## config.mk

```make
export PLATFORM = sky130hd
export DESIGN_NAME = u_type_dispatch_arbiter_flat
export DESIGN_NICKNAME = d
export VERILOG_FILES = /design/src/rtl/u_type_dispatch_arbiter_if.sv /design/src/rtl/u_type_dispatch_arbiter.sv /design/src/flat_wrapper.sv
export SDC_FILE = /design/constraint.sdc
export NUM_CORES = 1
export LEC_CHECK = 0
export CAP_MARGIN = 0
export CORE_MARGIN = 3
export CORE_UTILIZATION = 41
export CTS_BUF_LIST = sky130_fd_sc_hd__clkbuf_2
export DETAILED_ROUTE_END_ITERATION = 7
export PLACE_DENSITY = 0.91
export SETUP_SLACK_MARGIN = 0.1
export SLEW_MARGIN = 30
export SYNTH_ARGS = -nofsm -noshare
export SYNTH_HDL_FRONTEND = slang
export SYNTH_SLANG_ARGS = --single-unit
```

## constraint.sdc

```tcl
create_clock -name clk -period 4.75 [get_ports clk]
set_input_delay 0.95 -clock clk [delete_from_list [all_inputs] [get_ports clk]]
set_output_delay 0.95 -clock clk [all_outputs]
set_load 0.02 [all_outputs]
```

## src/rtl/u_type_dispatch_arbiter_if.sv

```systemverilog
// Lane request, flush and output-slot handshake bundle for the U-type dispatch arbiter.
interface u_type_dispatch_arbiter_if #(
  parameter int XLEN  = 32,
  parameter int TAG_W = 4
);
  logic             flush;

  logic             req0_valid;
  logic             req0_ready;
  logic [31:0]      req0_instr;
  logic [XLEN-1:0]  req0_pc;
  logic [TAG_W-1:0] req0_tag;

  logic             req1_valid;
  logic             req1_ready;
  logic [31:0]      req1_instr;
  logic [XLEN-1:0]  req1_pc;
  logic [TAG_W-1:0] req1_tag;

  logic             out_valid;
  logic             out_ready;
  logic [4:0]       out_rd;
  logic [XLEN-1:0]  out_result;
  logic [TAG_W-1:0] out_tag;
  logic             out_src;
  logic             out_illegal;

  modport master (
    output flush,
    output req0_valid, req0_instr, req0_pc, req0_tag,
    input  req0_ready,
    output req1_valid, req1_instr, req1_pc, req1_tag,
    input  req1_ready,
    input  out_valid, out_rd, out_result, out_tag, out_src, out_illegal,
    output out_ready
  );

  modport slave (
    input  flush,
    input  req0_valid, req0_instr, req0_pc, req0_tag,
    output req0_ready,
    input  req1_valid, req1_instr, req1_pc, req1_tag,
    output req1_ready,
    output out_valid, out_rd, out_result, out_tag, out_src, out_illegal,
    input  out_ready
  );
endinterface

```

## src/rtl/u_type_dispatch_arbiter.sv

```systemverilog
// Round-robin arbiter sharing one LUI/AUIPC execute path between two fetch lanes,
// with a 1-entry output slot toward rename.
module u_type_dispatch_arbiter #(
  parameter int XLEN  = 32,
  parameter int TAG_W = 4
) (
  input  logic                    clk,
  input  logic                    rst,
  u_type_dispatch_arbiter_if.slave bus
);

  localparam logic [6:0] OP_LUI   = 7'b0110111;
  localparam logic [6:0] OP_AUIPC = 7'b0010111;

  typedef enum logic {
    S_EMPTY = 1'b0,
    S_FULL  = 1'b1
  } slot_e;

  slot_e            r_state;
  slot_e            w_state_nxt;
  logic             r_rr_ptr;
  logic [4:0]       r_rd;
  logic [XLEN-1:0]  r_result;
  logic [TAG_W-1:0] r_tag;
  logic             r_src;
  logic             r_illegal;

  logic             w_full;
  logic             w_can_accept;
  logic             w_grant;
  logic             w_accept;
  logic [31:0]      w_instr;
  logic [XLEN-1:0]  w_pc;
  logic [TAG_W-1:0] w_tag;
  logic signed [31:0] w_u32;
  logic [XLEN-1:0]  w_u;
  logic [XLEN-1:0]  w_result;
  logic             w_illegal;

  assign w_full       = (r_state == S_FULL);
  assign w_can_accept = !bus.flush && (!w_full || bus.out_ready);

  // A lone valid lane wins outright; contention is settled by the round-robin pointer.
  always_comb begin
    w_grant = r_rr_ptr;
    if (bus.req0_valid && !bus.req1_valid) begin
      w_grant = 1'b0;
    end else if (!bus.req0_valid && bus.req1_valid) begin
      w_grant = 1'b1;
    end
  end

  assign bus.req0_ready = w_can_accept && !w_grant;
  assign bus.req1_ready = w_can_accept &&  w_grant;
  assign w_accept       = w_can_accept && (w_grant ? bus.req1_valid : bus.req0_valid);

  assign w_instr = w_grant ? bus.req1_instr : bus.req0_instr;
  assign w_pc    = w_grant ? bus.req1_pc    : bus.req0_pc;
  assign w_tag   = w_grant ? bus.req1_tag   : bus.req0_tag;

  // Signed width cast sign-extends imm[31:12] to XLEN.
  assign w_u32 = {w_instr[31:12], 12'h000};
  assign w_u   = XLEN'(w_u32);

  always_comb begin
    w_result  = '0;
    w_illegal = 1'b0;
    case (w_instr[6:0])
      OP_LUI:   w_result  = w_u;
      OP_AUIPC: w_result  = w_pc + w_u;
      default:  w_illegal = 1'b1;
    endcase
  end

  always_comb begin
    w_state_nxt = r_state;
    if (bus.flush) begin
      w_state_nxt = S_EMPTY;
    end else if (w_accept) begin
      w_state_nxt = S_FULL;
    end else if (w_full && bus.out_ready) begin
      w_state_nxt = S_EMPTY;
    end
  end

  always_ff @(posedge clk or posedge rst) begin
    if (rst) begin
      r_state   <= S_EMPTY;
      r_rr_ptr  <= 1'b0;
      r_rd      <= '0;
      r_result  <= '0;
      r_tag     <= '0;
      r_src     <= 1'b0;
      r_illegal <= 1'b0;
    end else begin
      r_state <= w_state_nxt;
      if (w_accept) begin
        r_rr_ptr  <= ~w_grant;
        r_rd      <= w_instr[11:7];
        r_result  <= w_result;
        r_tag     <= w_tag;
        r_src     <= w_grant;
        r_illegal <= w_illegal;
      end
    end
  end

  assign bus.out_valid   = w_full;
  assign bus.out_rd      = r_rd;
  assign bus.out_result  = r_result;
  assign bus.out_tag     = r_tag;
  assign bus.out_src     = r_src;
  assign bus.out_illegal = r_illegal;

endmodule
```

## src/flat_wrapper.sv

```systemverilog
// flat-port wrapper written by rule: the top's interface ports become plain ports
module u_type_dispatch_arbiter_flat 
#(
  parameter int XLEN  = 32,
  parameter int TAG_W = 4
)
  (clk, rst, bus_flush, bus_req0_valid, bus_req0_instr, bus_req0_pc, bus_req0_tag, bus_req0_ready, bus_req1_valid, bus_req1_instr, bus_req1_pc, bus_req1_tag, bus_req1_ready, bus_out_valid, bus_out_rd, bus_out_result, bus_out_tag, bus_out_src, bus_out_illegal, bus_out_ready);
  u_type_dispatch_arbiter_if #(.XLEN(XLEN), .TAG_W(TAG_W)) bus_i ();
  input  logic clk;
  input  logic rst;
  input wire logic [$bits(bus_i.flush)-1:0] bus_flush;
  input wire logic [$bits(bus_i.req0_valid)-1:0] bus_req0_valid;
  input wire logic [$bits(bus_i.req0_instr)-1:0] bus_req0_instr;
  input wire logic [$bits(bus_i.req0_pc)-1:0] bus_req0_pc;
  input wire logic [$bits(bus_i.req0_tag)-1:0] bus_req0_tag;
  output wire logic [$bits(bus_i.req0_ready)-1:0] bus_req0_ready;
  input wire logic [$bits(bus_i.req1_valid)-1:0] bus_req1_valid;
  input wire logic [$bits(bus_i.req1_instr)-1:0] bus_req1_instr;
  input wire logic [$bits(bus_i.req1_pc)-1:0] bus_req1_pc;
  input wire logic [$bits(bus_i.req1_tag)-1:0] bus_req1_tag;
  output wire logic [$bits(bus_i.req1_ready)-1:0] bus_req1_ready;
  output wire logic [$bits(bus_i.out_valid)-1:0] bus_out_valid;
  output wire logic [$bits(bus_i.out_rd)-1:0] bus_out_rd;
  output wire logic [$bits(bus_i.out_result)-1:0] bus_out_result;
  output wire logic [$bits(bus_i.out_tag)-1:0] bus_out_tag;
  output wire logic [$bits(bus_i.out_src)-1:0] bus_out_src;
  output wire logic [$bits(bus_i.out_illegal)-1:0] bus_out_illegal;
  input wire logic [$bits(bus_i.out_ready)-1:0] bus_out_ready;
  assign bus_i.flush = bus_flush;
  assign bus_i.req0_valid = bus_req0_valid;
  assign bus_i.req0_instr = bus_req0_instr;
  assign bus_i.req0_pc = bus_req0_pc;
  assign bus_i.req0_tag = bus_req0_tag;
  assign bus_req0_ready = bus_i.req0_ready;
  assign bus_i.req1_valid = bus_req1_valid;
  assign bus_i.req1_instr = bus_req1_instr;
  assign bus_i.req1_pc = bus_req1_pc;
  assign bus_i.req1_tag = bus_req1_tag;
  assign bus_req1_ready = bus_i.req1_ready;
  assign bus_out_valid = bus_i.out_valid;
  assign bus_out_rd = bus_i.out_rd;
  assign bus_out_result = bus_i.out_result;
  assign bus_out_tag = bus_i.out_tag;
  assign bus_out_src = bus_i.out_src;
  assign bus_out_illegal = bus_i.out_illegal;
  assign bus_i.out_ready = bus_out_ready;
  u_type_dispatch_arbiter #(.XLEN(XLEN), .TAG_W(TAG_W)) u_core (.clk(clk), .rst(rst), .bus(bus_i));
endmodule
```

==> flow_summary.rst, run 1 <==
.. list-table::
   :header-rows: 1

   * - Metric
     - Value
   * - Result of the run
     - completed
   * - Number of vias after detailed routing
     - 3,995
   * - Via density per instance
     - 5.355
   * - Post-CTS setup buffer count
     - 0
   * - Clock Tree Buf Depth
     - 2
   * - Num CTS Buffers
     - 5
   * - Share of synthesized area occupied by flip-flops and latches
     - 0.3158
   * - Cell Area, Synth
     - 3566 µm²
   * - CTS tree
     - done
   * - Die Wd
     - 99.26 µm
   * - Synth area leader
     - sky130_fd_sc_hd__dfrtp_1
   * - Standard-cell rows
     - 33
   * - GRT overflow
     - 0
   * - Total count of hold-check failures in the final report
     - 0
   * - Setup repair after global routing missed its margin
     - no
   * - Post-synth top cells
     - sky130_fd_sc_hd__nand2_1 (165), sky130_fd_sc_hd__dfrtp_1 (45), sky130_fd_sc_hd__a21oi_1 (27), sky130_fd_sc_hd__mux2i_1 (25), sky130_fd_sc_hd__o21ai_0 (24)
   * - Layout cell share with drive strength beyond 1
     - 0.04056
   * - Initial core utilization
     - 0.4275
   * - Worst relative slew slack
     - 0.4651
   * - Post-route minimum period
     - 4.194 ns
   * - Total number of yosys warnings
     - 0
   * - Clock network latency to the later pin of the worst-skew pair
     - 0.41 ns
   * - Class of the tightest hold or removal check
     - flip-flop to flip-flop
   * - Final weighted congestion in routability-driven placement
     - 0.9780
   * - Element type at the critical path start
     - input port
   * - Post-CTS Hold Buffers
     - 0
   * - Most instantiated flip-flop cell in the synthesis netlist
     - sky130_fd_sc_hd__dfrtp_1
   * - Pin count of the biggest net entering global routing
     - 53
   * - Buffering stage count on the worst path with inverters included
     - 2
   * - IO buf count
     - 187
   * - Synthesis-to-layout area growth
     - 56.98%
   * - Initial antenna violation count
     - 0
   * - DRT iter0 DRCs
     - 274
   * - Number of clock sinks
     - 45
   * - Worst IR drop on VDD
     - 109.1 µV
   * - Transition time at the pin with the least slew margin
     - 0.7993 ns
   * - Yosys reg bits
     - 45
   * - EDFF count, synth
     - 0
   * - Cells along the critical path
     - clkdlybuf4s50_1, nand2b_1, a21oi_4, buf_4, nand2_1, nand2_1, ha_1, a21oi_1, o21ai_0, a311o_1, a221o_1, a21oi_1, xor2_1, o221ai_1
   * - Number of resized instances in the post-cts repair step
     - 0
   * - Vertical die dimension
     - 99.26 µm
   * - Number of detailed-route iterations in the first pass
     - 6
   * - Total Neg Setup Slack
     - 0 ns
   * - Highest Clock Rate
     - 0.2385 GHz
   * - Async set or reset register ratio after synthesis
     - 1.000
   * - Pre-CTS worst setup slack
     - 0.1560 ns
   * - Number of antenna-violating nets in the routed design
     - 0
   * - Setup slack of the critical path after layout
     - 0.5562 ns
   * - Slew Limit Fails
     - 0
   * - Placeable core region
     - 8341 µm²
   * - Post-Syn Nets
     - 624
   * - Synthesized netlist cell count
     - 463
   * - Area enclosed by the die boundary
     - 9853 µm²
   * - Ports
     - 188
   * - Cell variety after synth
     - 48
   * - Pwr Density
     - 256.5 nW/µm²
   * - Number of global-route vias before repair
     - 4,042
   * - Placed wire-length estimate
     - 9.776 mm
   * - Final net count
     - 801
   * - Crit-path slowest cell
     - sky130_fd_sc_hd__clkdlybuf4s50_1
   * - Fill cells
     - 670
   * - Syn avg cell area
     - 7.702 µm²
   * - Category of the worst setup path capture point
     - flip-flop
   * - Total setup violations reported at the end of the flow
     - 0
   * - CP Data Arrival Time
     - 4.48 ns
   * - Startpoint of the most critical hold path
     - u_core.bus.out_rd[2]
   * - Gr usage total
     - 0.2347
   * - Req. time, crit path
     - 5.03 ns
   * - Cells taking the most area after synthesis
     - sky130_fd_sc_hd__dfrtp_1 (32%), sky130_fd_sc_hd__nand2_1 (17%), sky130_fd_sc_hd__mux2i_1 (7.0%)
   * - Root Buffer Master
     - sky130_fd_sc_hd__clkbuf_2
   * - CTS H-Tree Depth
     - 2
   * - Largest stage delay on the critical path
     - 0.61 ns
   * - DRC errors left
     - 0
   * - Worst hold-check slack
     - 0.5147 ns
   * - Diode count
     - 0
   * - Max-cap violations
     - 0
   * - Final clock skew
     - 0.01701 ns
   * - Family with the most delay on the worst path
     - compound AO/OA/AOI/OAI gates
   * - Power, Total
     - 1.436 mW
   * - Cell with the most instances after synthesis
     - sky130_fd_sc_hd__nand2_1
   * - Maximum fanout encountered on the critical timing path
     - 25
   * - Share of the clock period used by the worst path after layout
     - 0.8829
   * - Pleak
     - 2.488 nW
   * - Worst setup path startpoint
     - bus_req0_valid
   * - First-pass GRT wire length
     - 19.03 mm
   * - Clock slew seen by the registers of the worst setup and hold paths
     - 0.24 ns
   * - Routed Wire Length
     - 11.84 mm
   * - DR WL/cell
     - 15.87 µm
   * - Kind of critical path
     - input port to flip-flop
   * - Post-synth top area share
     - 0.3158
   * - Critical R2R Launch
     - u_core.r_rr_ptr
## path summary, 6_finish.rpt
kind / end / slack, ns / depth (start not counted)
worst max-delay path: u_core.bus.out_result[29] / 0.56 / 14
worst min-delay path: u_core.bus.out_rd[2] / 0.51 / 2
worst max register to register: u_core.bus.out_result[29] / 1.39 / 12
worst min register to register: u_core.bus.out_rd[2] / 0.51 / 2
max in group asynchronous: u_core.bus.out_result[19] / 3.33 / 2
min in group asynchronous: u_core.bus.out_result[0] / 0.94 / 2
## layer usage
metal,vias up,GRT usage,share of wire,wire length [µm]
li1,1960,-,-,-
met1,1830,0.2887,0.41,4893
met2,187,0.4184,0.49,5758
met3,18,0.04137,0.081,961
met4,0,0.06933,0.019,223
met5,-,0,0,0
## registers in the layout (all words and copies together) (netlist names)
| signal | count |
|---|---|
| u_core.bus.out_rd | 5 |
| u_core.bus.out_tag | 4 |
| u_core.bus.out_result | 32 |
| u_core.bus.out_illegal | 1 |
| u_core.bus.out_valid | 1 |
| u_core.bus.out_src | 1 |
| u_core.r_rr_ptr | 1 |
## report_power, final
part	switching, mW	leakage (nW)	total (mW)	internal [mW]
combinational	0.444	1.86	0.841	0.397
sequential	0.0168	0.602	0.425	0.409
clock	0.132	0.0294	0.169	0.0374
## worst register-to-register path, delay by kind of cell, from the launching register on
kind                       cells  cell delay, ns
AOI/OAI and AO/OA              7            1.78
DFF                            1            0.51
buffers and inverters          1            0.32
adders and majority gates      1            0.28
and+or+nand+nor                2            0.19
xor gates and xnor gates       1            0.17
## logic make-up after synthesis
kind of cell	after synthesis	synth area share
AOI/OAI and AO/OA	111	0.2032
xor gates and xnor gates	18	0.04421
adders and majority gates	22	0.07755
buffers and inverters	33	0.03789
DFF	45	0.3158
muxes	28	0.08070
and+or+nand+nor	206	0.2407
## cell type report
| class | instances | area, µm² | area share |
|---|---|---|---|
| clock buffer | 5 | 25.02 | 0.004470 |
| clock inverter | 3 | 21.27 | 0.003800 |
| inverter | 7 | 27.53 | 0.004917 |
| multi-input combinational | 385 | 2327 | 0.4157 |
| sequential | 45 | 1126 | 0.2012 |
| tap | 105 | 131.4 | 0.02347 |
| timing repair buffer | 196 | 1939 | 0.3464 |
## per-stage QoR
| stage | instances | util | cell area [µm²] |
|---|---|---|---|
| floorplan | 463 | - | 3566 |
| global placement | 738 | 0.6655 | 5550 |
| detailed placement | 738 | 0.6655 | 5550 |
| CTS | 746 | 0.6710 | 5597 |
| global route | 746 | 0.6712 | 5598 |
| finish | 746 | 0.6712 | 5598 |
## layout by cell type, fill, tap and decap left out, drive strengths merged, types with 3 or more instances in the layout
cell type	n
nor2b	7
a21boi	3
buf	9
ha	18
o21a	3
xnor2	7
o31ai	13
nand3	3
o221ai	11
mux2i	25
mux2	3
clkdlybuf4s50	187
maj3	3
a21oi	27
xor2	11
a21o	9
nor3	4
nand2	165
inv	7
o21ai	26
nand2b	5
a31oi	4
dfrtp	45
clkbuf	5
nor2	13
No activity file was read; power rests on OpenSTA's default activity.
==> run 2, diff against run 1 <==
CTS_BUF_LIST = sky130_fd_sc_hd__clkbuf_2 sky130_fd_sc_hd__clkbuf_4 sky130_fd_sc_hd__clkbuf_8   (was sky130_fd_sc_hd__clkbuf_2)
SLEW_MARGIN = 25   (was 30)
==> run 2 against run 1 <==
  * Routed wire length rose by 0.13%
  * Die area did not move
  * Global-route usage rose by 0.077 points
  * Sequential share of layout area fell by 0.17 points
  * First-iteration DRC count rose by 4.7%
  * Hold slack got worse by 0.029 ns
  * Largest cell class unchanged
==> flow_summary.rst, run 2 (synthesis gave the netlist of run 1 again) <==
.. list-table::
   :header-rows: 1

   * - Metric
     - Value
   * - Result of the run
     - completed
   * - First-pass GRT wire length
     - 19.05 mm
   * - Startpoint of the most critical hold path
     - u_core.bus.out_result[8]
   * - Total Neg Setup Slack
     - 0 ns
   * - Post-place instance area
     - 5550 µm²
   * - Worst relative slew slack
     - 0.4637
   * - Vertical die dimension
     - 99.26 µm
   * - Non-filler cells, final
     - 746
   * - Number of global-route vias before repair
     - 4,059
   * - Post-route minimum period
     - 4.328 ns
   * - Total count of hold-check failures in the final report
     - 0
   * - Fill cells
     - 665
   * - Setup repair after global routing missed its margin
     - no
   * - Num CTS Buffers
     - 5
   * - Via density per instance
     - 5.374
   * - DRC errors left
     - 0
   * - Initial antenna violation count
     - 0
   * - CTS tree
     - done
   * - Req. time, crit path
     - 4.90 ns
   * - DR WL/cell
     - 15.89 µm
   * - Routed Wire Length
     - 11.85 mm
   * - Synthesis-to-layout area growth
     - 58.32%
   * - Number of antenna-violating nets in the routed design
     - 0
   * - Initial core utilization
     - 0.4275
   * - Transition time at the pin with the least slew margin
     - 0.8015 ns
   * - Final clock skew
     - 0.009982 ns
   * - Largest stage delay on the critical path
     - 0.53 ns
   * - Net switching power
     - 0.5962 mW
   * - Family with the most delay on the worst path
     - compound AO/OA/AOI/OAI gates
   * - Buffering stage count on the worst path with inverters included
     - 2
   * - Combinational power share
     - 0.560
   * - Pwr Density
     - 266.9 nW/µm²
   * - Final net count
     - 801
   * - Final weighted congestion in routability-driven placement
     - 0.9780
   * - Worst setup path startpoint
     - bus_req0_valid
   * - Critical R2R Launch
     - u_core.r_rr_ptr
   * - Crit-path slowest cell
     - sky130_fd_sc_hd__clkdlybuf4s50_1
   * - Pleak
     - 2.504 nW
   * - Maximum fanout encountered on the critical timing path
     - 20
   * - Area enclosed by the die boundary
     - 9853 µm²
   * - Die Wd
     - 99.26 µm
   * - Cells along the critical path
     - clkdlybuf4s50_1, nor2b_1, a21o_1, buf_4, nand2_1, nand2_1, ha_1, a21oi_1, o21ai_0, a311o_1, a221o_1, a21oi_1, xor2_1, o221ai_1
   * - Slew Limit Fails
     - 0
   * - Layout cell share with drive strength beyond 1
     - 0.04056
   * - Diode count
     - 0
   * - Share of total power in sequential cells
     - 0.282
   * - Number of clock sinks
     - 45
   * - Standard-cell rows
     - 33
   * - Kind of critical path
     - input port to flip-flop
   * - DRT iter0 DRCs
     - 287
   * - Commonest cells after routing, fill and taps aside
     - sky130_fd_sc_hd__clkdlybuf4s50_1 (187), sky130_fd_sc_hd__nand2_1 (165), sky130_fd_sc_hd__dfrtp_1 (45)
   * - Highest Clock Rate
     - 0.2311 GHz
   * - Share of the clock period used by the worst path after layout
     - 0.9111
   * - Root Buffer Master
     - sky130_fd_sc_hd__clkbuf_8
   * - Switching part of the total
     - 0.3958
   * - Number of flip-flops in the largest register
     - 32
   * - Clock power frac
     - 0.159
   * - Power, Total
     - 1.507 mW
   * - Class of the tightest hold or removal check
     - flip-flop to flip-flop
   * - Ports
     - 188
   * - Element type at the critical path start
     - input port
   * - Total setup violations reported at the end of the flow
     - 0
   * - Category of the worst setup path capture point
     - flip-flop
   * - IO buf count
     - 187
   * - Post-CTS setup buffer count
     - 0
   * - Clock network latency to the later pin of the worst-skew pair
     - 0.30 ns
   * - Worst IR drop on VDD
     - 135.2 µV
   * - Pin count of the biggest net entering global routing
     - 53
   * - Gr usage total
     - 0.2355
   * - CTS H-Tree Depth
     - 2
   * - Number of vias after detailed routing
     - 4,009
   * - CP Data Arrival Time
     - 4.48 ns
   * - Placed wire-length estimate
     - 9.776 mm
   * - Placeable core region
     - 8341 µm²
   * - Cell internal power dissipation
     - 0.9103 mW
   * - Worst hold-check slack
     - 0.4856 ns
   * - Max-cap violations
     - 0
   * - GRT overflow
     - 0
   * - Clock Tree Buf Depth
     - 2
   * - Clock slew seen by the registers of the worst setup and hold paths
     - 0.09 ns
   * - Most frequent standard cell in the layout excluding fill and tap cells
     - sky130_fd_sc_hd__clkdlybuf4s50_1
   * - Number of detailed-route iterations in the first pass
     - 7
   * - Post-route cell area
     - 5645 µm²
   * - Placed insts
     - 738
-- run 2: cell counts in the layout (fill, tap and decap cells not counted) --
Identical to the previous run, type by type.
-- run 2: through the flow --
stage          setup WS [ns]    util
6_report              0.4224  0.6769
5_1_grt               0.1111  0.6769
2_1_floorplan         0.4337       -
3_3_place_gp          0.2895  0.6655
3_5_place_dp          0.1560  0.6655
4_1_cts               0.4563  0.6763
-- run 2: what timing repair did --
action	CTS	global route
endpoints found under the setup margin	0	1
resized for setup	0	1
hold buffers	0	0
-- run 2: metal layers --
layer | wire, µm | vias up | global-route usage
met5 | 0 | - | 0
met4 | 282 | 0 | 0.07248
met3 | 982 | 27 | 0.04137
met2 | 5737 | 203 | 0.4199
met1 | 4850 | 1819 | 0.2884
li1 | - | 1960 | -
-- run 2: cell type report --
type	instances	area, µm²	share of cell area
clock buffers	5	68.82	0.01219
inverters	7	27.53	0.004876
multi-input cells	385	2327	0.4122
flip-flops and latches	45	1126	0.1995
repair buffers	196	1943	0.3442
well taps	105	131.4	0.02327
clock inverters	3	21.27	0.003768
-- run 2: path summary, 6_finish.rpt --
check,endpoint,slack (ns),cells after the start
worst max-delay path,u_core.bus.out_result[29],0.42,14
worst min-delay path,u_core.bus.out_result[8],0.49,2
worst max register to register,u_core.bus.out_result[29],1.43,12
worst min register to register,u_core.bus.out_result[8],0.49,2
max in group asynchronous,u_core.r_rr_ptr,3.18,2
min in group asynchronous,u_core.bus.out_result[0],1.10,2
-- run 2: worst register-to-register path, stage by stage, from the launching register on --
cell                       delay [ns]
sky130_fd_sc_hd__dfrtp_1         0.47
sky130_fd_sc_hd__a21o_1          0.33
sky130_fd_sc_hd__buf_4           0.29
sky130_fd_sc_hd__nand2_1         0.08
sky130_fd_sc_hd__nand2_1         0.09
sky130_fd_sc_hd__ha_1            0.28
sky130_fd_sc_hd__a21oi_1         0.32
sky130_fd_sc_hd__o21ai_0         0.18
sky130_fd_sc_hd__a311o_1         0.38
sky130_fd_sc_hd__a221o_1         0.31
sky130_fd_sc_hd__a21oi_1         0.15
sky130_fd_sc_hd__xor2_1          0.17
sky130_fd_sc_hd__o221ai_1        0.13
-- run 2: power groups by stage --
stage          logic, mW  registers (mW)  clock network, mW
2_1_floorplan      0.510           0.458                  0
3_3_place_gp       0.809           0.430                  0
3_5_place_dp       0.834           0.432                  0
4_1_cts            0.839           0.425              0.248
5_1_grt            0.930           0.427              0.264
6_report           0.843           0.424              0.239
==> run 3, diff against run 2 <==
HOLD_SLACK_MARGIN = 0.03   (was default)
==> results of run 3 <==
Final layout, timing and power as in run 2 (identical DEF).
